`src/rtl/param_dual_port_ram.sv`:
```
`default_nettype none
// +------------------------------------------------------------------------+
// | param_dual_port_ram: 1W/1R synchronous RAM, byte enables, HW clear       |
// | Revision: 1.0                                                            |
// +------------------------------------------------------------------------+
module param_dual_port_ram #(
   parameter int                DATA_W  = 8,
   parameter int                ADDR_W  = 6,
   parameter int                DEPTH   = 64,
   parameter int                BYTE_W  = 8,
   parameter int                RD_MODE = 0,
   parameter logic [DATA_W-1:0] CLR_VAL = '0
) (
   input  logic                     clk,
   input  logic                     rst_n,
   input  logic                     wr_en,
   input  logic [ADDR_W-1:0]        wr_addr,
   input  logic [DATA_W-1:0]        wr_data,
   input  logic [DATA_W/BYTE_W-1:0] wr_be,
   input  logic                     rd_en,
   input  logic [ADDR_W-1:0]        rd_addr,
   output logic [DATA_W-1:0]        rd_data,
   output logic                     rd_valid,
   input  logic                     init_req,
   output logic                     init_busy
);

   localparam int                c_lanes     = DATA_W / BYTE_W;
   localparam logic [ADDR_W:0]   c_depth_ext = (ADDR_W+1)'(DEPTH);
   localparam logic [ADDR_W-1:0] c_last_ptr  = ADDR_W'(DEPTH - 1);

   typedef enum logic [0:0] {
      ST_INIT = 1'b0,
      ST_RUN  = 1'b1
   } state_t;

   state_t              r_state;
   state_t              w_state_nxt;
   logic [ADDR_W-1:0]   r_ptr;
   logic [ADDR_W-1:0]   w_ptr_nxt;

   logic [DATA_W-1:0]   mem [0:DEPTH-1];

   logic                w_run;
   logic                w_wr_in_range;
   logic                w_rd_in_range;
   logic                w_wr_ok;
   logic                w_rd_ok;
   logic                w_collide;
   logic [DATA_W-1:0]   w_wr_old;
   logic [DATA_W-1:0]   w_wr_merged;
   logic [DATA_W-1:0]   w_rd_word;

   always_ff @(posedge clk or negedge rst_n) begin
      if (!rst_n) begin
         r_state <= ST_INIT;
         r_ptr   <= '0;
      end else begin
         r_state <= w_state_nxt;
         r_ptr   <= w_ptr_nxt;
      end
   end

   always_comb begin
      w_state_nxt = r_state;
      w_ptr_nxt   = r_ptr;
      case (r_state)
         ST_INIT: begin
            w_ptr_nxt = r_ptr + ADDR_W'(1);
            if (r_ptr == c_last_ptr) begin
               w_state_nxt = ST_RUN;
               w_ptr_nxt   = '0;
            end
         end
         ST_RUN: begin
            if (init_req) begin
               w_state_nxt = ST_INIT;
               w_ptr_nxt   = '0;
            end
         end
         default: begin
            w_state_nxt = ST_INIT;
            w_ptr_nxt   = '0;
         end
      endcase
   end

   assign w_run         = (r_state == ST_RUN);
   assign init_busy     = ~w_run;
   assign w_wr_in_range = ({1'b0, wr_addr} < c_depth_ext);
   assign w_rd_in_range = ({1'b0, rd_addr} < c_depth_ext);
   assign w_wr_ok       = w_run & wr_en & w_wr_in_range;
   assign w_rd_ok       = w_run & rd_en;
   assign w_collide     = wr_en & w_wr_in_range & (wr_addr == rd_addr);

   // Lane merge builds the full post-write word so the array takes whole-word writes.
   assign w_wr_old = w_wr_in_range ? mem[wr_addr] : CLR_VAL;

   for (genvar i = 0; i < c_lanes; i++) begin : g_lane
      assign w_wr_merged[i*BYTE_W +: BYTE_W] = wr_be[i] ? wr_data[i*BYTE_W +: BYTE_W]
                                                        : w_wr_old[i*BYTE_W +: BYTE_W];
   end

   always_comb begin
      w_rd_word = CLR_VAL;
      if (w_rd_in_range) begin
         if ((RD_MODE == 1) && w_collide) begin
            w_rd_word = w_wr_merged;
         end else begin
            w_rd_word = mem[rd_addr];
         end
      end
   end

   // The array has no reset; the sequencer owns the write port while not running.
   always_ff @(posedge clk) begin
      if (!w_run) begin
         mem[r_ptr] <= CLR_VAL;
      end else if (w_wr_ok) begin
         mem[wr_addr] <= w_wr_merged;
      end
   end

   always_ff @(posedge clk or negedge rst_n) begin
      if (!rst_n) begin
         rd_data  <= '0;
         rd_valid <= 1'b0;
      end else begin
         rd_valid <= w_rd_ok;
         if (w_rd_ok) begin
            rd_data <= w_rd_word;
         end
      end
   end

endmodule
`default_nettype wire

```
`config.mk`:
```
export PLATFORM = sky130hd
export DESIGN_NAME = param_dual_port_ram
export DESIGN_NICKNAME = d
export VERILOG_FILES = /design/src/rtl/param_dual_port_ram.sv
export SDC_FILE = /design/constraint.sdc
export NUM_CORES = 1
export LEC_CHECK = 0
export ABC_AREA = 1
export CAP_MARGIN = 10
export CELL_PAD_IN_SITES_DETAIL_PLACEMENT = 1
export CELL_PAD_IN_SITES_GLOBAL_PLACEMENT = 2
export CORE_ASPECT_RATIO = 1.5
export CORE_UTILIZATION = 39
export CTS_CLUSTER_DIAMETER = 80
export DETAILED_ROUTE_END_ITERATION = 8
export GPL_TIMING_DRIVEN = 0
export PLACE_DENSITY = 0.88
export SLEW_MARGIN = 20
export SYNTH_ARGS = -nofsm -noshare
export SYNTH_HDL_FRONTEND = slang
export SYNTH_SLANG_ARGS = --single-unit
```
`constraint.sdc`:
```
create_clock -name clk -period 2.5 [get_ports clk]
set_clock_uncertainty 0.1 [all_clocks]
set_input_delay 0.5 -clock clk [delete_from_list [all_inputs] [get_ports clk]]
set_output_delay 0.5 -clock clk [all_outputs]
set_load 0.01 [all_outputs]
```
==> Yosys cells after proc, flatten, opt, wreduce, memory -nomap -nowiden <==
Memory sizes are Yosys's and may differ from the RTL's. A register that Yosys moved wholly into a read port is not among the register bits.
Cells that the tools add are included.
{ "totals": {"ff_bits": 8, "latch_bits": 0, "ramBits": 512, "romBits": 0, "input_bits": 26, "output_inout_bits": 10, "elab_cells": 28, "n_memories": 1} }
{ "classes": {"addsub": 1, "mul": 0, "n_div": 0, "magnitude_cmp": 0, "eq_ne": 3, "n_shift": 0, "muxes": 14, "bitwise_logic": 3, "n_reduce_logical": 3} }
{ "memory_table": {"columns": ["memory", "depth", "width", "read_ports", "rd_ports_with_merged_regs", "write_ports", "line_no", "rtl"], "rows": [
  ["mem", 64, 8, 1, 1, 1, "42", "logic [DATA_W-1:0] mem [0:DEPTH-1];"]
]} }
{ "op_table": {"columns": ["operator", "count"], "rows": [
  ["6-bit 2-to-1 mux", 3],
  ["8-bit 2-to-1 mux", 2],
  ["6-bit one-hot mux with 2 select lines", 1],
  ["8-bit OR reduction", 1],
  ["1-bit 2-to-1 mux", 7],
  ["6-bit by 1-bit adder with 6-bit output (second input constant)", 1],
  ["6-bit equality test (second input constant)", 1],
  ["1-bit AND", 2],
  ["2-bit != test (second input constant)", 1],
  ["1-bit one-hot mux with 2 select lines", 1],
  ["2-bit AND reduction", 1],
  ["1-bit zero test", 1],
  ["1-bit != test (second input constant)", 1],
  ["1-bit NOT", 1]
]} }

==> Logic depth before layout (Yosys ltp) <==
Gate-level depths: netlist (run 1).
{ "logic_depth": {"ltp_word": 7, "mapped_depth": 14} }

==> Worst setup path before layout (run 1) <==
OpenSTA, ideal clock, no wires.
{ "synth_timing": {"kind": "input -> register", "startpoint": "input wr_be", "endpoint": "memory mem[0][0], data pin", "arrival_time_ps": 2232, "path_slack_ps": -333, "stages": 3, "path_buffers": 1, "cell_sequence": "nand3_4 > buf_6 > nor2_1"} }
{ "synth_between": {"elab_chain_len": 4} }
{ "synth_lines": {"columns": ["element", "line_no", "rtl"], "rows": [
  ["from (decl)", "19", "input logic [DATA_W/BYTE_W-1:0] wr_be,"],
  ["1-bit != test (no line)", null, null],
  ["2-bit AND reduction (no line)", null, null],
  ["8-bit OR reduction (no line)", null, null],
  ["8-bit 2-to-1 mux (no line)", null, null],
  ["to (decl)", "42", null]
]} }
No other way between the ends.

==> flow_metrics.env, run 1 <==
export IMPL_path_class="primary input to flop"
export IMPL_critical_path_top_delay_family="buffers and inverters"
export IMPL_row_count=105
export IMPL_syn_nets=1896
export IMPL_synth_top_cells_by_count="nand2_1 (621), edfxtp_1 (512), nand3_1 (470)"
export IMPL_fin_hold_ws_ns=0.252
export IMPL_antenna_found_initial=0
export IMPL_start_kind="primary input"
export IMPL_grt_use_total_pct=28.6
export IMPL_synthCells=1869
export IMPL_die_width_um=194
export IMPL_first_iter_violations=1529
export IMPL_rsz0062_at_grt="true"
export IMPL_setup_slack_ns=-0.0596
export IMPL_antenna_left=0
export IMPL_dr_pass1_iters=5
export IMPL_p_total_mw=22.9
export IMPL_end_kind="flop"
export IMPL_hold_viol=0
export IMPL_synth_top_family_by_area="simple AND/OR/NAND/NOR gates"
export IMPL_yosysSeqAreaShare_pct=72.8
export IMPL_die_area_um2=56500
export IMPL_core_area_um2=54800
export IMPL_fin_tns_setup_ns=-0.271
export IMPL_yosys_cell_count_top_type="nand2_1"
export IMPL_avgRoutedWirePerCell_um=29.7
export IMPL_h_tree_depth=2
export IMPL_clkTransAtPathRegs_ns=0.07
export IMPL_violations="negative setup slack"
export IMPL_cap_violations=0
export IMPL_port_buffer_count=31
export IMPL_grt_max_degree=34
export IMPL_cp_slowest_cell="clkdlybuf4s50_1"
export IMPL_die_height_um=291
export IMPL_seq_area_um2=15800
export IMPL_insertion_delay_ns=0.61
export IMPL_grt_pass1_wl_um=115000
export IMPL_final_layout_size_suffix_gt1_share_pct=17.6
export IMPL_yosys_top_cells_area="edfxtp_1 (71%), nand3_1 (11%), nand2_1 (11%)"
export IMPL_routabilityCongestion=0.959
export IMPL_yosys_area_top_type="edfxtp_1"
export IMPL_syn_area_um2=21700
export IMPL_synthToLayoutAreaGrowth_pct=23.4
export IMPL_synth_xor_area_share_pct=0.121
export IMPL_start_util_pct=39.5
export IMPL_synth_mux_area_share_pct=0
export IMPL_cts_hold_buf=0
export IMPL_power_density_nw_per_um2=855
export IMPL_fin_crit_sh_pct=102
export IMPL_fillerInstances=5634
export IMPL_synth_edf_count=512
export IMPL_synth_distinct_cells=29
export IMPL_dp_cells=2611
export IMPL_cp_cell_sequence="clkdlybuf4s50_1 -> inv_1 -> buf_4 -> buf_2 -> nand3_1 -> nand3_1 -> nand3_1 -> nand2_1 -> nand2_1 -> nand3_1 -> nand2_1 -> nand2_1 -> nand2_1"
export IMPL_cts_made_buffers=47
export IMPL_hpwlAfterDp_um=55000
export IMPL_path_buf_inv=4
export IMPL_status="finished with violations"
export IMPL_peakVddDrop_uv=614
export IMPL_yosysTopAreaCellShare_pct=71.0
export IMPL_cts_tree="yes"
export IMPL_worstHoldPathType="primary input to async pin"
export IMPL_cp_required_ns=2.88
export IMPL_crit_cells=13
export IMPL_cts_root_buf="clkbuf_16"
export IMPL_worstPathArrival_ns=2.94
export IMPL_r2r_slack_ns=-0.03
export IMPL_ys_seq_elements=528
export IMPL_drt_wl_total_um=82700
export IMPL_clockBufferDepth=3
export IMPL_path_max_fanout=10
export IMPL_synth_compound_area_share_pct=0.572
export IMPL_grt_ovfl_total=0
export IMPL_finish_net_count=2078
export IMPL_setup_viol=31
export IMPL_drv_slew=0
export IMPL_yosys_most_used_dff="edfxtp_1"
export IMPL_pre_cts_ws_ns=-1.71
export IMPL_cp_slowest_stage_delay_ns=0.45
export IMPL_async_reset_ff_share_pct=3.03
export IMPL_drc_errors=0
export IMPL_fin_cells=2783
export IMPL_synthAdderAreaFrac_pct=0.0578
export IMPL_grt_pass1_vias=17000
export IMPL_synth_warnings=0
export IMPL_crit_top_cell="nand2_1"
export IMPL_ios=36
export IMPL_vias=16300
export IMPL_ff2ff_path_depth=6
export IMPL_tightest_slew_ns=0.787
export IMPL_syn_avg_cell_area_um2=11.6
export IMPL_multiInputGateArea_um2=5960
export IMPL_via_per_inst=5.84
export IMPL_clock_sinks=528
export IMPL_synth_simple_gate_area_share_pct=23.4
export IMPL_diodes=0
export IMPL_leakage_nw=9.84
export IMPL_fin_crit_ns=2.56
export IMPL_fmax_ghz=0.391
export IMPL_slew_headroom_pct=47.4
## timing repair
action | 4_1_cts | 5_1_grt
buffers inserted | 69 | 17
gates resized for setup | 135 | 46
setup endpoints to repair | 520 | 520
pin swaps | 40 | 21
## sequential cells by signal, indices dropped and copies added, names as in the netlist
name,flops
mem,512
rd_data,8
r_ptr,6
r_state,1
rd_valid,1
## cell usage in the layout, fill, tap and decap left out, types with 8 or more instances in the layout
master           synthesis  final
inv_1                   28     23
buf_4                    4     52
buf_16                   0      8
clkbuf_1                22     19
dfrtp_1                 16     16
buf_1                   20      9
buf_12                   0     43
clkbuf_2                 0     16
clkbuf_16                0     49
nand2_1                621    616
edfxtp_1               512    512
nand4_1                  8      8
nor2_4                   0     65
nor4_4                   0      8
buf_2                   65     67
nand3_1                470    465
clkdlybuf4s50_1          0     31
bufinv_16                0      8
## through the flow
stage / area, um2 / util (%)
final: 26700 / 48.8
after CTS: 26300 / 48.0
after detailed placement: 23400 / 42.7
after floorplan: 21700 / -
after global placement: 22900 / 41.8
after global routing: 26700 / 48.8
## routing by layer
| layer | GRT usage (%) | part of all wire (%) | up-vias |
|---|---|---|---|
| li1 | - | - | 6953 |
| met5 | 0 | 0 | - |
| met4 | 25.0 | 9.8 | 0 |
| met3 | 3.78 | 6.2 | 315 |
| met2 | 50.1 | 51 | 803 |
| met1 | 30.0 | 33 | 8183 |
## final timing paths
check                                  end       start
worst max register to register  mem[18][6]     r_state
worst min-delay path              r_ptr[4]       rst_n
worst min register to register  rd_data[2]  rd_data[2]
max in group asynchronous       rd_data[2]       rst_n
worst max-delay path            rd_data[7]  rd_addr[1]
min in group clk                rd_data[2]  rd_addr[5]
## layout make-up
| cell class | count | share of cell area (%) |
|---|---|---|
| multi-input combinational | 1197 | 22.3 |
| inverter | 31 | 0.501 |
| clock inverter | 27 | 1.31 |
| buffer | 113 | 2.22 |
| clock buffer | 59 | 4.76 |
| timing repair buffer | 133 | 6.65 |
| tap | 695 | 3.25 |
| sequential | 528 | 59.0 |
## report_power, final
group          internal [mW]  switching (mW)  leakage [nW]  total (mW)
clock                   4.46            3.39         0.793        7.85
combinational           1.40            3.17          3.82        4.57
sequential              10.2           0.201          5.24        10.4
## logic make-up (layout without fill, tap and decap cells)
logic type	after synthesis	count (layout)
buf+inv	144	363
fa+ha+maj	1	1
simple gates	1177	1177
compound gates	16	16
flops	528	528
xor+xnor	3	3
Note: power is estimated with default switching activity, not from simulation.
==> run 2, diff against run 1 <==
--- a/config.mk
+++ b/config.mk
@@ -14,7 +14,7 @@
 export CTS_CLUSTER_DIAMETER = 80
 export DETAILED_ROUTE_END_ITERATION = 8
 export GPL_TIMING_DRIVEN = 0
-export PLACE_DENSITY = 0.88
+export PLACE_DENSITY_LB_ADDON = 0.1
 export SLEW_MARGIN = 20
 export SYNTH_ARGS = -nofsm -noshare
 export SYNTH_HDL_FRONTEND = slang
==> flow_metrics.env, run 2 (synthesis results as in run 1) <==
export IMPL_cts_tree="yes"
export IMPL_end_kind="flop"
export IMPL_final_cell_area_um2=26900
export IMPL_first_iter_violations=968
export IMPL_fin_crit_sh_pct=101
export IMPL_antenna_left=0
export IMPL_clockBufferDepth=3
export IMPL_ios=36
export IMPL_finish_net_count=2096
export IMPL_grt_pass1_wl_um=112000
export IMPL_reg_top3="mem x512, rd_data x8, r_ptr x6"
export IMPL_path_class="primary input to flop"
export IMPL_drt_wl_total_um=78500
export IMPL_status="finished with violations"
export IMPL_regMostFlops="mem"
export IMPL_start_util_pct=39.5
export IMPL_cp_slowest_stage_delay_ns=0.61
export IMPL_fin_crit_ns=2.51
export IMPL_cp_slowest_cell="buf_1"
export IMPL_grt_use_total_pct=28.0
export IMPL_fin_cells=2804
export IMPL_row_count=105
export IMPL_hpwlAfterDp_um=56200
export IMPL_clkTransAtPathRegs_ns=0.06
export IMPL_grt_max_degree=29
export IMPL_cp_cell_sequence="clkdlybuf4s50_1 -> inv_2 -> buf_1 -> nand3_1 -> nand3_1 -> nand2_1 -> nand2_1 -> nand3_1 -> nand2_1 -> nand2_1 -> nand2_1"
export IMPL_power_density_nw_per_um2=841
export IMPL_die_area_um2=56500
export IMPL_path_max_fanout=10
export IMPL_crit_top_cell="nand2_1"
export IMPL_vias=15500
export IMPL_grt_pass1_vias=16200
export IMPL_violations="negative setup slack"
export IMPL_start_kind="primary input"
export IMPL_avgRoutedWirePerCell_um=28.0
export IMPL_cts_root_buf="clkbuf_16"
export IMPL_dp_cells=2615
export IMPL_die_width_um=194
export IMPL_worstPathArrival_ns=2.94
export IMPL_worstHoldPathType="primary input to async pin"
export IMPL_tightest_slew_ns=0.935
export IMPL_largest_register_ffs=512
export IMPL_h_tree_depth=2
export IMPL_final_common_cell="nand2_1"
export IMPL_final_layout_size_suffix_gt1_share_pct=17.7
export IMPL_r2r_start="r_state"
export IMPL_routabilityCongestion=0.905
export IMPL_leakage_nw=9.94
export IMPL_synthToLayoutAreaGrowth_pct=24.1
export IMPL_diodes=0
export IMPL_dr_pass1_iters=5
export IMPL_setup_slack_ns=-0.0137
export IMPL_cp_required_ns=2.93
export IMPL_grt_ovfl_total=0
export IMPL_cts_made_buffers=51
export IMPL_path_buf_inv=3
export IMPL_final_cell_mix="nand2_1 (618), edfxtp_1 (512), nand3_1 (466)"
export IMPL_critical_path_top_delay_family="buffers and inverters"
export IMPL_peakVddDrop_uv=845
export IMPL_slew_headroom_pct=37.4
export IMPL_utilization_pct=49.1
export IMPL_fmax_ghz=0.398
export IMPL_cap_violations=0
export IMPL_die_height_um=291
export IMPL_setup_viol=4
export IMPL_antenna_found_initial=1
export IMPL_clock_sinks=528
export IMPL_core_area_um2=54800
export IMPL_rsz0062_at_grt="true"
export IMPL_hold_viol=0
export IMPL_fillerInstances=5658
export IMPL_drc_errors=0
export IMPL_port_buffer_count=31
export IMPL_postPlaceCellArea_um2=23500
export IMPL_fin_tns_setup_ns=-0.0250
export IMPL_insertion_delay_ns=0.59
export IMPL_via_per_inst=5.53
export IMPL_drv_slew=0
export IMPL_setup_worst_path_start="rd_addr[2]"
[run 2: layer usage]
metal / part of all wire [%] / routed length [um] / vias to the layer above / global-route usage [%]
met1: 37 / 29300 / 7948 / 31.9
li1: - / - / 6988 / -
met3: 3.6 / 2860 / 172 / 2.53
met4: 6.5 / 5120 / 2 / 16.7
met2: 52 / 41200 / 387 / 50.6
met5: 0.023 / 18 / - / 0
[run 2: cell type report]
cell class	instances	area (um2)	area share, %
buffer	113	583	2.17
clock buffer	68	1410	5.26
clock inverter	25	208	0.773
inverter	31	134	0.498
multi-input combinational	1197	5950	22.2
sequential	528	15800	58.7
tap	695	870	3.24
timing repair buffer	147	1940	7.21
[run 2: per-stage QoR]
step	hold slack, ns	setup WS [ns]	power [mW]
global route	0.402	-0.119	23.2
finish	0.334	-0.0137	22.6
floorplan	0.104	-0.333	12.2
global placement	0.369	-4.11	13.4
CTS	0.340	-0.141	22.2
detailed placement	0.373	-1.74	13.6
[run 2: path summary, 6_finish.rpt]
| check | end | slack (ns) | cells after the start |
|---|---|---|---|
| setup / recovery | rd_data[1] | -0.01 | 11 |
| hold / removal | rd_data[7] | 0.33 | 1 |
| setup reg to reg | mem[37][0] | 0 | 10 |
| hold reg to reg | rd_data[6] | 0.38 | 2 |
| max in group asynchronous | rd_data[2] | 1.39 | 1 |
| min in group clk | rd_data[6] | 0.38 | 2 |
[run 2: power by group]
group	switching [mW]	internal, mW	total [mW]
Sequential	0.182	10.2	10.4
Clock	3.35	4.35	7.70
Combinational	3.07	1.41	4.48
[run 2: repair_timing]
action,4_1_cts,5_1_grt
pin swaps,42,18
hold buffers,0,0
buffers inserted,71,25
endpoints found under the setup margin,520,512
gates resized for setup,137,37
==> run 3, diff against run 2 <==
--- a/config.mk
+++ b/config.mk
@@ -13,7 +13,6 @@
 export CORE_UTILIZATION = 39
 export CTS_CLUSTER_DIAMETER = 80
 export DETAILED_ROUTE_END_ITERATION = 8
-export GPL_TIMING_DRIVEN = 0
 export PLACE_DENSITY_LB_ADDON = 0.1
 export SLEW_MARGIN = 20
 export SYNTH_ARGS = -nofsm -noshare
==> flow_metrics.env, run 3 (synthesis results as in run 1) <==
export IMPL_cts_hold_buf=0
export IMPL_start_util_pct=39.5
export IMPL_worstPathArrival_ns=2.47
export IMPL_dr_pass1_iters=5
export IMPL_end_kind="flop"
export IMPL_antenna_left=0
export IMPL_die_width_um=194
export IMPL_slew_headroom_pct=54.8
export IMPL_cts_setup_buffers=0
export IMPL_cp_cell_sequence="clkdlybuf4s50_1 -> nand3_4 -> buf_12 -> o21ai_2 -> nand3_1 -> buf_4 -> nor2_1"
export IMPL_cp_required_ns=2.63
export IMPL_core_area_um2=54800
export IMPL_clockBufferDepth=3
export IMPL_drc_errors=0
export IMPL_drt_wl_total_um=66700
export IMPL_row_count=105
export IMPL_cp_slowest_stage_delay_ns=0.54
export IMPL_grt_max_degree=67
export IMPL_cts_root_buf="clkbuf_16"
export IMPL_worstHoldPathType="primary input to async pin"
export IMPL_grt_ovfl_total=0
export IMPL_largest_register_ffs=512
export IMPL_peakVddDrop_uv=627
export IMPL_hold_viol=0
export IMPL_via_per_inst=5.29
export IMPL_fin_cells=2758
export IMPL_critical_path_top_delay_family="simple AND/OR/NAND/NOR gates"
export IMPL_finish_net_count=2050
export IMPL_vias=14600
export IMPL_cap_violations=0
export IMPL_drv_slew=0
export IMPL_grt_pass1_vias=15700
export IMPL_antenna_found_initial=0
export IMPL_fin_tns_setup_ns=0
export IMPL_rsz0062_at_grt="false"
export IMPL_r2r_slack_ns=0.18
export IMPL_hpwlAfterDp_um=44900
export IMPL_cp_slowest_cell="nor2_1"
export IMPL_final_layout_size_suffix_gt1_share_pct=13.8
export IMPL_synthToLayoutAreaGrowth_pct=20.7
export IMPL_h_tree_depth=2
export IMPL_insertion_delay_ns=0.60
export IMPL_path_class="primary input to flop"
export IMPL_final_common_cell="nand2_1"
export IMPL_reg_top3="mem x512, rd_data x8, r_ptr x6"
export IMPL_path_buf_inv=3
export IMPL_setup_viol=0
export IMPL_ios=36
export IMPL_die_height_um=291
export IMPL_cts_made_buffers=52
export IMPL_path_max_fanout=11
export IMPL_leakage_nw=9.84
export IMPL_clkTransAtPathRegs_ns=0.06
export IMPL_r2r_start="r_state"
export IMPL_grt_use_total_pct=24.0
export IMPL_grt_pass1_wl_um=99200
export IMPL_dp_cells=2664
export IMPL_port_buffer_count=35
export IMPL_cts_resized=1
export IMPL_first_iter_violations=838
export IMPL_avgRoutedWirePerCell_um=24.2
export IMPL_fin_crit_ns=2.34
export IMPL_die_area_um2=56500
export IMPL_postPlaceCellArea_um2=24400
export IMPL_tightest_slew_ns=0.676
export IMPL_clock_sinks=528
export IMPL_final_cell_mix="nand2_1 (621), edfxtp_1 (512), nand3_1 (470)"
export IMPL_diodes=0
export IMPL_rr_endpoint="mem[24][5]"
export IMPL_power_density_nw_per_um2=850
export IMPL_ff2ff_path_depth=6
export IMPL_final_cell_area_um2=26100
export IMPL_p_total_mw=22.2
export IMPL_routabilityCongestion=0.814
export IMPL_fin_crit_sh_pct=93.6
export IMPL_cts_tree="yes"
export IMPL_status="finished, final reports clean"
export IMPL_start_kind="primary input"
export IMPL_regMostFlops="mem"
export IMPL_fmax_ghz=0.427
run 3: changes by cell type in the layout (fill, tap and decap cells not counted), moves of 10 or more:
cell,before,now
clkbuf_1,22,12
clkbuf_2,12,0
buf_12,34,46
nor2_1,0,57
buf_4,69,133
nor2_4,65,8
buf_2,70,1
buf_16,16,0
run 3: worst max path at each step:
stage	startpoint	endpoint	depth (start not counted)
6_report	wr_be	mem[24][5]	7
5_1_grt	r_state	mem[24][0]	6
4_1_cts	r_state	mem[24][1]	6
3_5_place_dp	wr_be	mem[24][5]	7
3_3_place_gp	wr_be	mem[24][5]	7
2_1_floorplan	wr_be	mem[0][0]	3
run 3: cell type report:
type                    count  area, um2
fillers                  5688      28600
flip-flops and latches    528      15800
multi-input cells        1197       5350
repair buffers            213       2260
clock buffers              65       1370
well taps                 695        870
clock inverters            29        405
inverters                  31        124
run 3: per-layer routing:
metal	vias to the layer above	track usage, %	share of wire, %
met2	273	44.0	53
li1	6872	-	-
met4	0	7.99	3.0
met3	107	2.59	3.2
met1	7350	29.1	41
met5	-	0	0
run 3: through the flow:
step,setup slack [ns],hold slack (ns),util [%]
after floorplan,-0.333,0.104,-
after global placement,-0.364,0.368,44.5
after detailed placement,-0.490,0.369,44.5
after CTS,0.136,0.131,47.7
after global routing,0.0392,0.151,47.7
final,0.160,0.161,47.7
run 3: where the power goes:
group	switching, mW	total, mW	leakage (nW)	internal, mW
registers	0.178	10.4	5.24	10.2
logic	2.27	3.53	3.75	1.26
clock network	3.35	8.27	0.856	4.91
total	5.80	22.2	9.84	16.4
